==> src/rtl/branch_predictor.sv <==
// Direct-mapped branch predictor: 2-bit saturating counter plus tag/target per slot,
// trained from decode-stage resolution. Optional BPRED_STATS_EN adds branch/mispredict counters.
module branch_predictor #(
    parameter int INDEX_BITS = 6,
    parameter int TAG_BITS   = 30 - INDEX_BITS
) (
    input  logic        clk,
    input  logic        rst,
    input  logic [31:0] pcF,
    output logic        pred_takenF,
    output logic [31:0] pred_targetF,
    input  logic        upd_valid,
    input  logic        upd_stall,
    input  logic [31:0] upd_pc,
    input  logic        upd_taken,
    input  logic [31:0] upd_target,
    input  logic        upd_pred_taken,
    input  logic [31:0] upd_pred_target,
    output logic        mispredict,
    output logic [31:0] redirect_pc
`ifdef BPRED_STATS_EN
    ,
    output logic [31:0] stat_branches,
    output logic [31:0] stat_mispredicts
`endif
);

    localparam int ENTRIES = 2 ** INDEX_BITS;

    logic [1:0]          cnt_q   [ENTRIES];
    logic                valid_q [ENTRIES];
    logic [TAG_BITS-1:0] tag_q   [ENTRIES];
    logic [31:0]         tgt_q   [ENTRIES];

    logic [INDEX_BITS-1:0] idx_f;
    logic [TAG_BITS-1:0]   tag_f;
    logic                  hit_f;

    logic [INDEX_BITS-1:0] idx_u;
    logic [TAG_BITS-1:0]   tag_u;
    logic                  upd_en;
    logic                  entry_valid_u;
    logic                  tag_match_u;
    logic [1:0]            cnt_cur_u;
    logic [1:0]            cnt_d;
    logic                  cnt_we;
    logic                  entry_we;

    logic unused_pc_bits;
    assign unused_pc_bits = ^{pcF[1:0], upd_pc[1:0]};

    // Fetch-side lookup; reads the pre-update table contents (no bypass)
    assign idx_f        = pcF[INDEX_BITS+1:2];
    assign tag_f        = pcF[31:INDEX_BITS+2];
    assign hit_f        = valid_q[idx_f] && (tag_q[idx_f] == tag_f);
    assign pred_takenF  = hit_f && cnt_q[idx_f][1];
    assign pred_targetF = pred_takenF ? tgt_q[idx_f] : 32'd0;

    assign upd_en        = upd_valid && !upd_stall;
    assign idx_u         = upd_pc[INDEX_BITS+1:2];
    assign tag_u         = upd_pc[31:INDEX_BITS+2];
    assign entry_valid_u = valid_q[idx_u];
    assign tag_match_u   = tag_q[idx_u] == tag_u;
    assign cnt_cur_u     = cnt_q[idx_u];

    always_comb begin
        mispredict  = 1'b0;
        redirect_pc = 32'd0;
        if (upd_en) begin
            mispredict = (upd_taken != upd_pred_taken) ||
                         (upd_taken && (upd_target != upd_pred_target));
            if (mispredict) begin
                redirect_pc = upd_taken ? upd_target : upd_pc + 32'd8;
            end
        end
    end

    // A taken branch that evicts a foreign entry starts it at weakly-taken
    always_comb begin
        cnt_d = cnt_cur_u;
        if (upd_taken) begin
            if (entry_valid_u && !tag_match_u) begin
                cnt_d = 2'b10;
            end else if (cnt_cur_u != 2'b11) begin
                cnt_d = cnt_cur_u + 2'd1;
            end
        end else if (cnt_cur_u != 2'b00) begin
            cnt_d = cnt_cur_u - 2'd1;
        end
    end

    assign cnt_we   = upd_en && (upd_taken || !entry_valid_u || tag_match_u);
    assign entry_we = upd_en && upd_taken;

    always_ff @(posedge clk or posedge rst) begin
        if (rst) begin
            for (int i = 0; i < ENTRIES; i++) begin
                cnt_q[i]   <= 2'b01;
                valid_q[i] <= 1'b0;
            end
        end else begin
            if (cnt_we) begin
                cnt_q[idx_u] <= cnt_d;
            end
            if (entry_we) begin
                valid_q[idx_u] <= 1'b1;
            end
        end
    end

    // Tag/target need no reset: they are only observed through valid
    always_ff @(posedge clk) begin
        if (entry_we) begin
            tag_q[idx_u] <= tag_u;
            tgt_q[idx_u] <= upd_target;
        end
    end

`ifdef BPRED_STATS_EN
    logic [31:0] stat_branches_q;
    logic [31:0] stat_mispredicts_q;

    always_ff @(posedge clk or posedge rst) begin
        if (rst) begin
            stat_branches_q    <= 32'd0;
            stat_mispredicts_q <= 32'd0;
        end else if (upd_en) begin
            stat_branches_q <= stat_branches_q + 32'd1;
            if (mispredict) begin
                stat_mispredicts_q <= stat_mispredicts_q + 32'd1;
            end
        end
    end

    assign stat_branches    = stat_branches_q;
    assign stat_mispredicts = stat_mispredicts_q;
`endif

endmodule

==> config.mk <==
export PLATFORM = sky130hd
export DESIGN_NAME = branch_predictor
export DESIGN_NICKNAME = d
export VERILOG_FILES = /design/src/rtl/branch_predictor.sv
export SDC_FILE = /design/constraint.sdc
export NUM_CORES = 2
export LEC_CHECK = 0
export CAP_MARGIN = 20
export CORE_AREA = 2 2 733 735
export DETAILED_ROUTE_END_ITERATION = 8
export DIE_AREA = 0 0 735 737
export PLACE_DENSITY_LB_ADDON = 0.2
export SKIP_LAST_GASP = 1
export SYNTH_ARGS = -nofsm -noshare
export SYNTH_HDL_FRONTEND = slang
export SYNTH_SLANG_ARGS = --single-unit
==> constraint.sdc <==
create_clock -name clk -period 15.92 [get_ports clk]
set_input_delay 1.592 -clock clk [delete_from_list [all_inputs] [get_ports clk]]
set_output_delay 1.592 -clock clk [all_outputs]
set_load 0.005 [all_outputs]
==> Implementation_results.wiki <==
{| class="wikitable"
! Metric !! Value
|-
| Cell-by-cell listing of the critical path || buf_8 > buf_4 > buf_4 > buf_4 > mux4_2 > mux4_2 > mux4_2 > xnor2_1 > nand4_1 > nor3_2 > buf_4 > nand2_1 > a211oi_1 > clkdlybuf4s50_1
|-
| Worst path most repeated cell || sky130_fd_sc_hd__buf_4
|-
| Static leakage || 57.1 nW
|-
| Iter 0 DRT Violations || 12,800
|-
| Most common cell after layout, fill and taps aside || sky130_fd_sc_hd__edfxtp_1
|-
| Cell count after synthesis || 7,363
|-
| Number of clock sinks seen by CTS || 3,776
|-
| Proportion of layout cells with a drive suffix above 1 || 34.1%
|-
| Final core area utilization || 34.4%
|-
| Crit-path max FO || 71
|-
| Setup crit start kind || input pin
|-
| Summed instance area of the synthesized netlist || 160,000 µm²
|-
| Detailed-placement wirelength estimate || 338,000 µm
|-
| Clk slew on worst S/H paths || 0.06 ns
|-
| FFs w/ async S/R, synth || 5.08%
|-
| Number of placed cells counting well taps || 14,400
|-
| CP Data Required Time || 14.33 ns
|-
| Effective utilization at floorplan || 29.9%
|-
| Worst Skew || 0.0361 ns
|-
| CP startpoint || pcF[3]
|-
| I/O Buffers || 197
|-
| Final number of max-transition violations || 0
|-
| Distinct cell type count of the synthesized netlist || 70
|-
| Hold-fix buffers, CTS || 0
|-
| Synth Register Bits || 3,776
|-
| Max incr delay on CP || 0.89 ns
|-
| Pwr Density || 118 nW/µm²
|-
| Via count || 87,700
|-
| Final routed DRC violation total || 0
|-
| DR vias/cell || 5.78
|-
| # nets final || 7,946
|-
| TritonCTS clock tree || done
|-
| Wire length of the first global-routing pass || 801,000 µm
|-
| Clk_lat worst skew || 1.01 ns
|-
| Post-layout power || 21.7 mW
|-
| Detailed-route wire length per cell || 39.8 µm
|-
| Critical path class || input pin to primary output
|-
| Horizontal die dimension || 735 µm
|-
| Max capacitance violation total || 0
|-
| Site row count || 269
|-
| Slowest library cell on the worst path || sky130_fd_sc_hd__buf_4
|-
| Gpl congestion || 0.813
|-
| Number of synthesized flops with an enable pin || 3,584
|-
| Number of buffers inserted during clock tree synthesis || 408
|-
| Number of antenna violations at the first check in global routing || 53
|-
| Number of global-route vias before repair || 87,100
|-
| Die Footprint || 542,000 µm²
|-
| Slew HR || 12.1%
|-
| Final hold violations || 0
|-
| Syn. warnings || 0
|-
| Pin count of the biggest net entering global routing || 139
|-
| Mapped Nets || 7,501
|-
| Remaining antenna violation count || 0
|-
| Worst hold slack || 0.467 ns
|-
| Area delta synth->final || 15.3%
|-
| Least setup slack across all paths after layout || 4.58 ns
|-
| Dpl ws || 4.34 ns
|-
| Drt total wl || 604,000 µm
|-
| Startpoint of the worst-slack reg-to-reg timing path || tag_q[3][21]$_DFFE_PP_
|-
| Peak VDD IR || 93.9 µV
|-
| Critical path endpoint category || primary output
|-
| Global-route total usage across every layer || 21.8%
|-
| Slew at the pin with the worst max-slew slack || 1.31 ns
|-
| Area of the core || 534,000 µm²
|-
| Maximum clock insertion buffer count || 4
|-
| Final critical-path required period || 11.34 ns
|-
| Final design area excluding fillers || 184,000 µm²
|-
| Mean post-synth cell area || 21.7 µm²
|-
| H-tree levels || 5
|-
| Clock tree root driver cell || sky130_fd_sc_hd__clkbuf_16
|-
| Worst hold-check path type || flop to flop
|-
| Final setup TNS || 0 ns
|-
| Dpl cell area || 171,000 µm²
|-
| Status || complete, no violations
|-
| Overflow left after global routing || 0
|-
| Post-CTS Setup Repair Bufs || 0
|-
| Number of instances resized during post-cts repair || 0
|-
| Maximum clock rate || 88.2 MHz
|-
| Launch instance of the worst min-delay path || cnt_q[62]$_DFFE_PP1P_
|-
| Number of detailed-route iterations in the first pass || 7
|-
| Finished Layout Cells || 15,200
|-
| Arrival time at the worst endpoint || 9.75 ns
|-
| Most used cells in the layout excluding fill and tap cells || sky130_fd_sc_hd__edfxtp_1, sky130_fd_sc_hd__mux4_2, sky130_fd_sc_hd__clkbuf_16
|-
| Sequential fraction of the synthesis area || 70.5%
|-
| Unrepaired setup endpoints after global routing || no
|-
| Period utilization || 71.2%
|-
| Main flop type after synthesis || sky130_fd_sc_hd__edfxtp_1
|-
| Ports placed on the boundary || 200
|-
| Die span in y || 737 µm
|-
| Number of failing setup endpoints in the final timing report || 0
|}
[layer usage]
layer / track usage (%) / vias to the layer above / part of all wire [%]
met2: 34.5 / 4545 / 47
li1: - / 32700 / -
met4: 6.79 / 0 / 3.5
met1: 30.7 / 49600 / 42
met3: 3.65 / 875 / 7.9
met5: 0 / - / 0
[where the power goes]
group | switching [mW] | internal (mW)
combinational | 0.890 | 0.579
clock | 4.03 | 5.18
sequential | 0.0340 | 10.9
total | 4.96 | 16.7
[path summary, 6_finish.rpt]
check / end / cells past startpoint / slack, ns
max in group asynchronous: valid_q[0]$_DFFE_PP0P_ / 3 / 13.08
hold / removal: cnt_q[62]$_DFFE_PP1P_ / 2 / 0.47
setup / recovery: pred_targetF[1] / 14 / 4.58
hold reg to reg: cnt_q[62]$_DFFE_PP1P_ / 2 / 0.47
setup reg to reg: cnt_q[65]$_DFFE_PP0P_ / 12 / 9.60
min in group asynchronous: cnt_q[85]$_DFFE_PP0P_ / 2 / 1.26
[worst max-delay path, delay by kind of cell]
kind / cells / cell delay, ns
xor gates and xnor gates: 1 / 0.29
AOI/OAI and AO/OA: 1 / 0.82
buffers and inverters: 6 / 4.26
muxes: 3 / 1.40
and+or+nand+nor: 3 / 1.11
[sequential cells by signal (all words and copies together) (netlist names)]
| name | count |
|---|---|
| tag_q | 1536 |
| valid_q | 64 |
| cnt_q | 128 |
| tgt_q | 2048 |
[Yosys cell counts (all sizes together), types with 20 or more instances]
library cell,count,area [µm²]
o22ai,20,125
nor2,180,676
dfrtp,128,3200
xnor2,51,447
clkbuf,233,875
nand4,31,194
dfstp,64,1680
mux2i,111,1110
o21ai,36,180
buf,259,1360
mux4,1578,35500
and3,41,257
or2,64,400
a211oi,24,180
xor2,41,359
edfxtp,3584,108000
a21oi,188,941
nand3,77,385
a22o,73,639
nor4,24,169
a22oi,90,676
and2,32,200
nand2,243,912
[cell type report]
type	count	area, µm²
Clock buffer	520	10900
Clock inverter	212	1720
Timing Repair Buffer	527	4590
Multi-Input combinational cell	3078	45500
Fill cell	49600	350000
Sequential cell	3776	113000
Tap cell	7046	8820
Inverter	17	73.8
Antenna cell	6	15.0
[logic make-up after synthesis]
logic type / Yosys count / synth area share (%)
mux: 1702 / 23.0
xor+xnor: 92 / 0.505
simple gates: 779 / 2.42
compound gates: 501 / 2.09
flops: 3776 / 70.5
buf+inv: 509 / 1.44
fa+ha+maj: 4 / 0.0313
Note: power is estimated with default switching activity, not from simulation.
